$ cat config.mk
export PLATFORM = sky130hd
export DESIGN_NAME = load_store_unit
export DESIGN_NICKNAME = d
export VERILOG_FILES = /design/src/rtl/load_store_unit.sv
export SDC_FILE = /design/constraint.sdc
export NUM_CORES = 1
export LEC_CHECK = 0
export BUFFER_PORTS_ARGS = -buffer_cell sky130_fd_sc_hd__buf_2
export CORE_AREA = 2 2 97 99
export DETAILED_ROUTE_END_ITERATION = 8
export DIE_AREA = 0 0 99 101
export GPL_TIMING_DRIVEN = 0
export PLACE_DENSITY = 0.73
export SYNTH_ARGS = -nofsm -noshare
export SYNTH_HDL_FRONTEND = slang
export SYNTH_SLANG_ARGS = --single-unit
$ cat constraint.sdc
create_clock -name clk -period 4.27 [get_ports clk]
set_input_delay 0.427 -clock clk [delete_from_list [all_inputs] [get_ports clk]]
set_output_delay 0.427 -clock clk [all_outputs]
set_load 0.02 [all_outputs]
$ cat src/rtl/load_store_unit.sv
// Load/store unit: byte-lane steering, sign/zero extension and single-cycle memory strobes.
// Optional misaligned-access trapping is enabled by defining LSU_MISALIGN_TRAP_EN.
module load_store_unit #(
  parameter int ADDR_W = 8
) (
  input  logic              clk,
  input  logic              rst,
  input  logic              req_valid,
  output logic              req_ready,
  input  logic              req_we,
  input  logic [2:0]        req_func3,
  input  logic [31:0]       req_addr,
  input  logic [31:0]       req_wdata,
  output logic              resp_valid,
  input  logic              resp_ready,
  output logic [31:0]       resp_rdata,
  output logic              resp_err,
  output logic              mem_read,
  output logic              mem_write,
  output logic [ADDR_W-3:0] mem_addr,
  output logic [3:0]        mem_be,
  output logic [31:0]       mem_wdata,
  input  logic [31:0]       mem_rdata
);

  typedef enum logic [1:0] {IDLE, ISSUE, WAIT, RESP} state_t;

  state_t      state, state_nxt;
  logic        accept;
  logic        legal, misal, err_new;
  logic [1:0]  off_new;
  logic [3:0]  be_new;
  logic [31:0] wdata_new;
  logic [2:0]  f3_q;
  logic [1:0]  off_q;
  logic        we_q;
  logic [31:0] shifted;
  logic [31:0] fmt;
  logic        unused_addr;

  assign unused_addr = ^req_addr[31:ADDR_W];
  assign req_ready   = (state == IDLE);
  assign resp_valid  = (state == RESP);
  assign accept      = req_valid & req_ready;

  always_comb begin
    legal = 1'b0;
    case (req_func3)
      3'b000, 3'b001, 3'b010: legal = 1'b1;
      3'b100, 3'b101:         legal = ~req_we;
      default:                legal = 1'b0;
    endcase
  end

  assign misal = ((req_func3[1:0] == 2'b01) && req_addr[0]) ||
                 ((req_func3[1:0] == 2'b10) && (req_addr[1:0] != 2'b00));

`ifdef LSU_MISALIGN_TRAP_EN
  assign err_new = ~legal | misal;
  assign off_new = req_addr[1:0];
`else
  assign err_new = ~legal;
  // Without trapping, misaligned halves/words are silently aligned down.
  assign off_new = req_func3[1] ? 2'b00 :
                   req_func3[0] ? {req_addr[1], 1'b0} : req_addr[1:0];
`endif

  always_comb begin
    be_new    = 4'b1111;
    wdata_new = 32'h0;
    if (req_we) begin
      case (req_func3[1:0])
        2'b00: begin
          be_new    = 4'b0001 << off_new;
          wdata_new = {4{req_wdata[7:0]}};
        end
        2'b01: begin
          be_new    = 4'b0011 << off_new;
          wdata_new = {2{req_wdata[15:0]}};
        end
        default: begin
          be_new    = 4'b1111;
          wdata_new = req_wdata;
        end
      endcase
    end
  end

  always_comb begin
    state_nxt = state;
    case (state)
      IDLE:    if (accept) state_nxt = err_new ? RESP : ISSUE;
      ISSUE:   state_nxt = we_q ? RESP : WAIT;
      WAIT:    state_nxt = RESP;
      RESP:    if (resp_ready) state_nxt = IDLE;
      default: state_nxt = IDLE;
    endcase
  end

  always_ff @(posedge clk or posedge rst) begin
    if (rst) state <= IDLE;
    else     state <= state_nxt;
  end

  assign shifted = mem_rdata >> {off_q, 3'b000};

  always_comb begin
    fmt = mem_rdata;
    case (f3_q)
      3'b000:  fmt = {{24{shifted[7]}}, shifted[7:0]};
      3'b001:  fmt = {{16{shifted[15]}}, shifted[15:0]};
      3'b100:  fmt = {24'h0, shifted[7:0]};
      3'b101:  fmt = {16'h0, shifted[15:0]};
      default: fmt = mem_rdata;
    endcase
  end

  always_ff @(posedge clk or posedge rst) begin
    if (rst) begin
      mem_read   <= 1'b0;
      mem_write  <= 1'b0;
      mem_addr   <= '0;
      mem_be     <= 4'h0;
      mem_wdata  <= 32'h0;
      resp_rdata <= 32'h0;
      resp_err   <= 1'b0;
      f3_q       <= 3'h0;
      off_q      <= 2'h0;
      we_q       <= 1'b0;
    end else begin
      // Memory strobes live only for the one cycle spent in ISSUE.
      mem_read  <= 1'b0;
      mem_write <= 1'b0;
      mem_addr  <= '0;
      mem_be    <= 4'h0;
      mem_wdata <= 32'h0;
      if (accept) begin
        f3_q       <= req_func3;
        off_q      <= off_new;
        we_q       <= req_we;
        resp_rdata <= 32'h0;
        resp_err   <= err_new;
        if (!err_new) begin
          mem_read  <= ~req_we;
          mem_write <= req_we;
          mem_addr  <= req_addr[ADDR_W-1:2];
          mem_be    <= be_new;
          mem_wdata <= wdata_new;
        end
      end
      if (state == WAIT) resp_rdata <= fmt;
    end
  end

endmodule

==> impl_metrics.env, run 1 <==
export IMPL_cts_repair_resized=0
export IMPL_grt_pass1_vias=3567
export IMPL_synth_nets=491
export IMPL_die_w_um=99
export IMPL_fin_cells=668
export IMPL_hold_viol=0
export IMPL_ir_worst_vdd_v=0.000185
export IMPL_fin_setup_tns_ns=0
export IMPL_cts_root_buf="clkbuf_8"
export IMPL_hpwl_um=8390
export IMPL_vias=3527
export IMPL_r2r_end="mem_wdata[14]"
export IMPL_cts_setup_buffers=0
export IMPL_arrival_ns=2.46
export IMPL_max_clock_freq_ghz=0.455
export IMPL_critPathRequiredTime_ns=4.53
export IMPL_worst_slew_pin_slew_ns=0.639
export IMPL_slowest_delay_ns=0.43
export IMPL_final_util=0.567
export IMPL_nets=661
export IMPL_drt_iter0_drc=140
export IMPL_synth_edf_count=0
export IMPL_wl_per_cell_um=16.3
export IMPL_cp_startpoint="state[1]"
export IMPL_r2r_start="state[1]"
export IMPL_final_antenna_net_count=0
export IMPL_gp_congestion=0.880
export IMPL_cp_endpoint="mem_wdata[14]"
export IMPL_async_reset_ff_frac=1.00
export IMPL_io_pins=183
export IMPL_final_area_sq_mm=0.00509
export IMPL_ys_warnings_count=0
export IMPL_syn_to_final_growth_pct=29.9
export IMPL_synth_avg_cell_area_sq_um=10.2
export IMPL_antenna_cells=0
export IMPL_clock_path_buffers=2
export IMPL_rsz0062_at_grt="false"
export IMPL_synth_distinct_cells=42
export IMPL_crit_type="flop to flop"
export IMPL_die_area_sq_mm=0.0100
export IMPL_fp_row_count=35
export IMPL_viasPerCell=5.28
export IMPL_outcome="finished, final reports clean"
export IMPL_clock_latency_ns=0.35
export IMPL_reg2reg_depth=7
export IMPL_slew_violations=0
export IMPL_antenna_found_initial=0
export IMPL_end_kind="flop"
export IMPL_cap_violations=0
export IMPL_slew_headroom=0.574
export IMPL_final_setup_skew_ns=0.00959
export IMPL_crit_slowest_cell="dfrtp_1"
export IMPL_place_area_sq_mm=0.00488
export IMPL_drive_gt1_frac=0.350
export IMPL_drc=0
export IMPL_cts_htree_levels=3
export IMPL_timing_final_crit_share=0.515
export IMPL_mostFrequentLayoutCells="buf_2 (162), dfrtp_1 (85), nand2_1 (44)"
export IMPL_grt_overflow_total=0
export IMPL_gr_usage_all_layers=0.222
export IMPL_core_area_sq_mm=0.00898
export IMPL_holdBufCountCts=0
export IMPL_path_clk_slew_ns=0.09
export IMPL_clock_sinks=85
export IMPL_worst_path_max_fanout=10
export IMPL_setup_violations=0
export IMPL_die_y_um=101
export IMPL_tritoncts="yes"
export IMPL_start_util=0.437
export IMPL_p_per_area_mw_per_mm2=606
export IMPL_finalPower_mw=3.09
export IMPL_ys_seq_elements=85
export IMPL_grt_first_pass_wirelength_um=17500
export IMPL_min_period_ns=2.20
export IMPL_dp_cells=653
export IMPL_synthFlopType="dfrtp_1"
export IMPL_synthCells=383
export IMPL_synth_area_sq_mm=0.00392
export IMPL_port_buffers=158
export IMPL_crit_chain="inv_1 -> ha_1 -> and2_1 -> buf_2 -> nand4b_1 -> clkbuf_1 -> a21oi_1"
export IMPL_wirelength_um=10900
export IMPL_yosysSeqAreaShare=0.543
export IMPL_grt_max_degree=53
export IMPL_startpoint_type="flop"
export IMPL_power_leakage_nw=2.65
export IMPL_cts_buffers=9
export IMPL_final_common_cell="buf_2"
export IMPL_worst_hold_path_type="input pin to async pin"
export IMPL_reg2reg_slack_ns=2.07
export IMPL_drtPass1Iterations=4
[layout make-up]
| type | count | area [sq um] |
|---|---|---|
| clock buffer | 11 | 141 |
| multi-input combinational | 260 | 1630 |
| inverter | 11 | 43.8 |
| fill | 783 | 3880 |
| tap | 111 | 139 |
| clock inverter | 4 | 72.6 |
| timing repair buffer | 159 | 818 |
| sequential | 85 | 2130 |
| buffer | 27 | 125 |
[logic make-up (layout without fill, tap and decap cells)]
| kind of cell | after synthesis | after routing | synth area share |
|---|---|---|---|
| simple gates | 111 | 111 | 0.131 |
| compound gates | 118 | 118 | 0.202 |
| flops | 85 | 85 | 0.543 |
| fa+ha+maj | 4 | 4 | 0.0128 |
| buf+inv | 38 | 212 | 0.0425 |
| xor+xnor | 1 | 1 | 0.00224 |
| mux | 26 | 26 | 0.0670 |
[how the worst min path moves through the flow]
stage,from,to,slack (ns),depth (start not counted)
after global routing,rst,mem_wdata[16],0.11,2
after global placement,resp_rdata[8],resp_rdata[8],0.46,2
final,rst,mem_write,0.08,2
after CTS,rst,mem_write,0.09,2
after detailed placement,rst,mem_write,0.47,2
after floorplan,we_q,we_q,0.48,1
[per-layer routing]
layer / part of all wire / global-route usage
met5: 0 / 0
met4: 0.012 / 0.0601
met3: 0.090 / 0.0756
met2: 0.49 / 0.378
met1: 0.40 / 0.270
[cell usage after synthesis, drive strengths merged (2+ instances only)]
| library cell | count | area [sq um] |
|---|---|---|
| a21oi | 29 | 145 |
| mux2 | 2 | 22.5 |
| clkbuf | 19 | 71.3 |
| nand3 | 2 | 10.0 |
| nor2b | 4 | 25.0 |
| dfrtp | 85 | 2130 |
| a211oi | 2 | 27.5 |
| ha | 4 | 50.1 |
| o21ai | 40 | 200 |
| buf | 8 | 53.8 |
| nand2 | 44 | 165 |
| a221oi | 7 | 61.3 |
| and2 | 16 | 100 |
| nand3b | 2 | 15.0 |
| a221o | 16 | 173 |
| nand4b | 2 | 17.5 |
| o2bb2ai | 5 | 43.8 |
| o22ai | 7 | 43.8 |
| inv | 10 | 37.5 |
| mux2i | 24 | 240 |
| nor2 | 31 | 116 |
| nand2b | 9 | 56.3 |
[per-stage QoR]
step	hold slack [ns]	setup WS (ns)
2_1_floorplan	0.480	1.65
3_5_place_dp	0.472	2.09
6_report	0.0814	2.07
4_1_cts	0.0926	2.07
5_1_grt	0.114	1.92
3_3_place_gp	0.465	0.658
[sequential cells by signal (all words and copies together), names as in the netlist]
register / flops
state: 2
mem_be: 4
mem_read: 1
off_q: 2
mem_write: 1
resp_err: 1
resp_rdata: 32
mem_wdata: 32
mem_addr: 6
f3_q: 3
we_q: 1
[worst max-delay path: cells and delay by family, from the launching register on]
kind / cells / cell delay, ns
simple gates: 2 / 0.52
fa+ha+maj: 1 / 0.27
compound gates: 1 / 0.23
flops: 1 / 0.43
buf+inv: 3 / 0.65
[power breakdown]
part	switching, mW	total [mW]	internal (mW)
registers	0.0980	1.09	0.992
clock network	0.287	0.629	0.342
logic	0.846	1.37	0.520
Note: power is estimated with default switching activity, not from simulation.
==> run 2, diff against run 1 <==
==> config.mk (replaced) <==
export PLATFORM = sky130hd
export DESIGN_NAME = load_store_unit
export DESIGN_NICKNAME = d
export VERILOG_FILES = /design/src/rtl/load_store_unit.sv
export SDC_FILE = /design/constraint.sdc
export NUM_CORES = 1
export LEC_CHECK = 0
export ABC_AREA = 1
export BUFFER_PORTS_ARGS = -buffer_cell sky130_fd_sc_hd__buf_2
export CORE_AREA = 2 2 99 101
export DETAILED_ROUTE_END_ITERATION = 8
export DIE_AREA = 0 0 101 103
export GPL_TIMING_DRIVEN = 0
export PLACE_DENSITY = 0.72
export SYNTH_ARGS = -nofsm -noshare
export SYNTH_HDL_FRONTEND = slang
export SYNTH_SLANG_ARGS = --single-unit
==> constraint.sdc (replaced) <==
create_clock -name clk -period 2.25 [get_ports clk]
set_input_delay 0.225 -clock clk [delete_from_list [all_inputs] [get_ports clk]]
set_output_delay 0.225 -clock clk [all_outputs]
set_load 0.02 [all_outputs]
==> run 2 against run 1 <==
Against the previous run: flip-flop and latch count is the same; power grew 100%; via count grew 14%; synthesized area grew 4.3%; non-clock buffer count shrank 1; fmax grew 20%; global-route usage grew 1.3 points; critical path depth grew 2; clock-buffer cell count is the same; first-iteration DRC count grew 39%; critical path type unchanged; largest cell class unchanged; largest power group unchanged; highest routed layer unchanged.
==> impl_metrics.env, run 2 <==
export IMPL_antenna_found_initial=0
export IMPL_grt_use_met1=0.282
export IMPL_viasPerCell=4.95
export IMPL_vias=4016
export IMPL_yosysSeqAreaShare=0.520
export IMPL_cts_buffers=9
export IMPL_worst_path_max_fanout=10
export IMPL_setup_violations=0
export IMPL_critPathRequiredTime_ns=2.53
export IMPL_clock_path_buffers=2
export IMPL_start_util=0.432
export IMPL_synth_simple_gate_area_frac=0.277
export IMPL_final_setup_skew_ns=0.00823
export IMPL_drtPass1Iterations=5
export IMPL_final_antenna_net_count=0
export IMPL_slew_violations=0
export IMPL_fin_cells=811
export IMPL_wl_per_cell_um=14.6
export IMPL_path_clk_slew_ns=0.09
export IMPL_synthFlopType="dfrtp_1"
export IMPL_drt_iter0_drc=194
export IMPL_grt_overflow_total=0
export IMPL_gr_usage_met3=0.0583
export IMPL_synth_distinct_cells=27
export IMPL_synth_area_sq_mm=0.00409
export IMPL_wirelength_um=11800
export IMPL_cts_repair_resized=0
export IMPL_largestRegisters="mem_wdata: 32 flops, resp_rdata: 32 flops, mem_addr: 6 flops"
export IMPL_synth_top_area_cell="dfrtp_1"
export IMPL_synth_avg_cell_area_sq_um=7.86
export IMPL_dp_cells=794
export IMPL_min_period_ns=1.83
export IMPL_cts_htree_levels=3
export IMPL_drive_gt1_frac=0.300
export IMPL_rsz0062_at_grt="false"
export IMPL_ys_seq_elements=85
export IMPL_max_clock_freq_ghz=0.548
export IMPL_die_area_sq_mm=0.0104
export IMPL_cts_setup_buffers=0
export IMPL_p_per_area_mw_per_mm2=1180
export IMPL_ir_worst_vdd_v=0.000459
export IMPL_mostFrequentLayoutCells="buf_2 (170), nand2_1 (141), nor2_1 (90)"
export IMPL_slew_headroom=0.606
export IMPL_ys_warnings_count=0
export IMPL_crit_type="flop to flop"
export IMPL_synth_compound_area_frac=0.106
export IMPL_arrival_ns=2.11
export IMPL_startpoint_type="flop"
export IMPL_tritoncts="yes"
export IMPL_synthCells=520
export IMPL_nets=800
export IMPL_gr_usage_all_layers=0.235
export IMPL_gp_congestion=0.882
export IMPL_synth_top_area_share=0.520
export IMPL_synthTopCellsByArea="dfrtp_1 (52%), nand2_1 (13%), nor2_1 (8.3%)"
export IMPL_syn_to_final_growth_pct=29.0
export IMPL_grt_pass1_vias=3993
export IMPL_core_area_sq_mm=0.00946
export IMPL_synth_top_family_by_area="simple AND/OR/NAND/NOR gates"
export IMPL_drc=0
export IMPL_cap_violations=0
export IMPL_synthMuxAreaShare=0
export IMPL_cts_root_buf="clkbuf_8"
export IMPL_outcome="finished, final reports clean"
export IMPL_port_buffers=158
export IMPL_worst_hold_path_type="input pin to flop"
export IMPL_pre_cts_slack_ns=0.416
export IMPL_hold_viol=0
export IMPL_synth_xor_area_frac=0
export IMPL_synth_edf_count=0
export IMPL_synthTopCellsByCount="nand2_1 (141), nor2_1 (90), dfrtp_1 (85)"
export IMPL_die_w_um=101
export IMPL_clock_sinks=85
export IMPL_yosysMostFrequentCell="nand2_1"
export IMPL_antenna_cells=0
export IMPL_synth_nets=628
export IMPL_worst_slew_pin_slew_ns=0.588
export IMPL_end_kind="flop"
export IMPL_synthAdderAreaFrac=0.0122
export IMPL_async_reset_ff_frac=1.00
export IMPL_timing_final_crit_share=0.811
export IMPL_fin_setup_tns_ns=0
export IMPL_die_y_um=103
export IMPL_hpwl_um=9020
export IMPL_use_met2=0.403
export IMPL_clock_latency_ns=0.36
export IMPL_grt_busiest_layer="met2"
export IMPL_fp_row_count=36
export IMPL_io_pins=183
export IMPL_setup_ws_ns=0.425
export IMPL_final_common_cell="buf_2"
export IMPL_grt_max_degree=38
export IMPL_power_leakage_nw=3.11
export IMPL_finalPower_mw=6.21
export IMPL_grt_first_pass_wirelength_um=18700
==> run 2: cell count changes after synthesis, sizes merged, moves of 7 or more <==
cell and change:
a221o -16, a21oi +11, nand3 +30, mux2i -24, nand2 +102, and2 -16, inv +41, clkbuf -13
nand2b -9, buf +10, nor2 +62, o21ai -16, a221oi -7
==> run 2: report_power, final <==
group / internal, mW / switching [mW] / leakage (nW)
registers: 1.89 / 0.172 / 1.13
logic: 0.988 / 2.04 / 1.87
clock network: 0.547 / 0.574 / 0.104
==> run 2: what timing repair did <==
item,in CTS,in global routing
endpoints found under the setup margin,0,0
hold buffers,1,0
hold endpoints to repair,20,0
==> run 2: area by class of cell <==
type                            count  area [sq um]
Multi-Input combinational cell    359          1620
Fill cell                         916          4190
Clock inverter                      5          57.6
Inverter                           52           204
Tap cell                          114           143
Buffer                             24           143
Timing Repair Buffer              161           841
Clock buffer                       11           141
Sequential cell                    85          2130
==> run 2: cell families (layout without fill, tap and decap cells) <==
kind of cell             count (synthesis)  after routing
AO/OA/AOI/OAI                           79             79
adder cells (fa/ha/maj)                  4              4
buffers and inverters                   76            253
flip-flops                              85             85
AND/OR/NAND/NOR                        276            276
==> run 2: path summary, 6_finish.rpt <==
path / from / to / slack, ns / cells past startpoint
max reg2reg: state[0] / mem_wdata[19] / 0.42 / 9
min in group asynchronous: rst / resp_rdata[10] / 0.43 / 3
max: state[0] / mem_wdata[19] / 0.42 / 9
max in group asynchronous: rst / resp_rdata[19] / 1.06 / 5
min reg2reg: resp_rdata[5] / resp_rdata[5] / 0.48 / 2
min: req_addr[5] / mem_addr[3] / 0.07 / 3
==> run 2: layer usage <==
layer  share of wire  routed length, um
met1            0.40               4710
met5               0                  0
met3           0.098               1160
met4           0.021                254
met2            0.48               5690
==> run 2: worst max-delay path: stages, from the launching register on <==
cell and delay, ns:
dfrtp_1 0.41, inv_1 0.12, ha_1 0.32, nand2_4 0.13, clkinv_4 0.10, nand2_2 0.07, nor2_4 0.21, inv_2 0.11
buf_6 0.15, nor2_1 0.12
==> run 2: stage by stage <==
stage / utilization / hold slack (ns) / instance area, sq um
after CTS: 0.558 / 0.0444 / 5270
after floorplan: - / 0.291 / 4090
after detailed placement: 0.535 / 0.280 / 5060
final: 0.558 / 0.0652 / 5270
after global routing: 0.558 / 0.0574 / 5270
after global placement: 0.531 / 0.437 / 5020
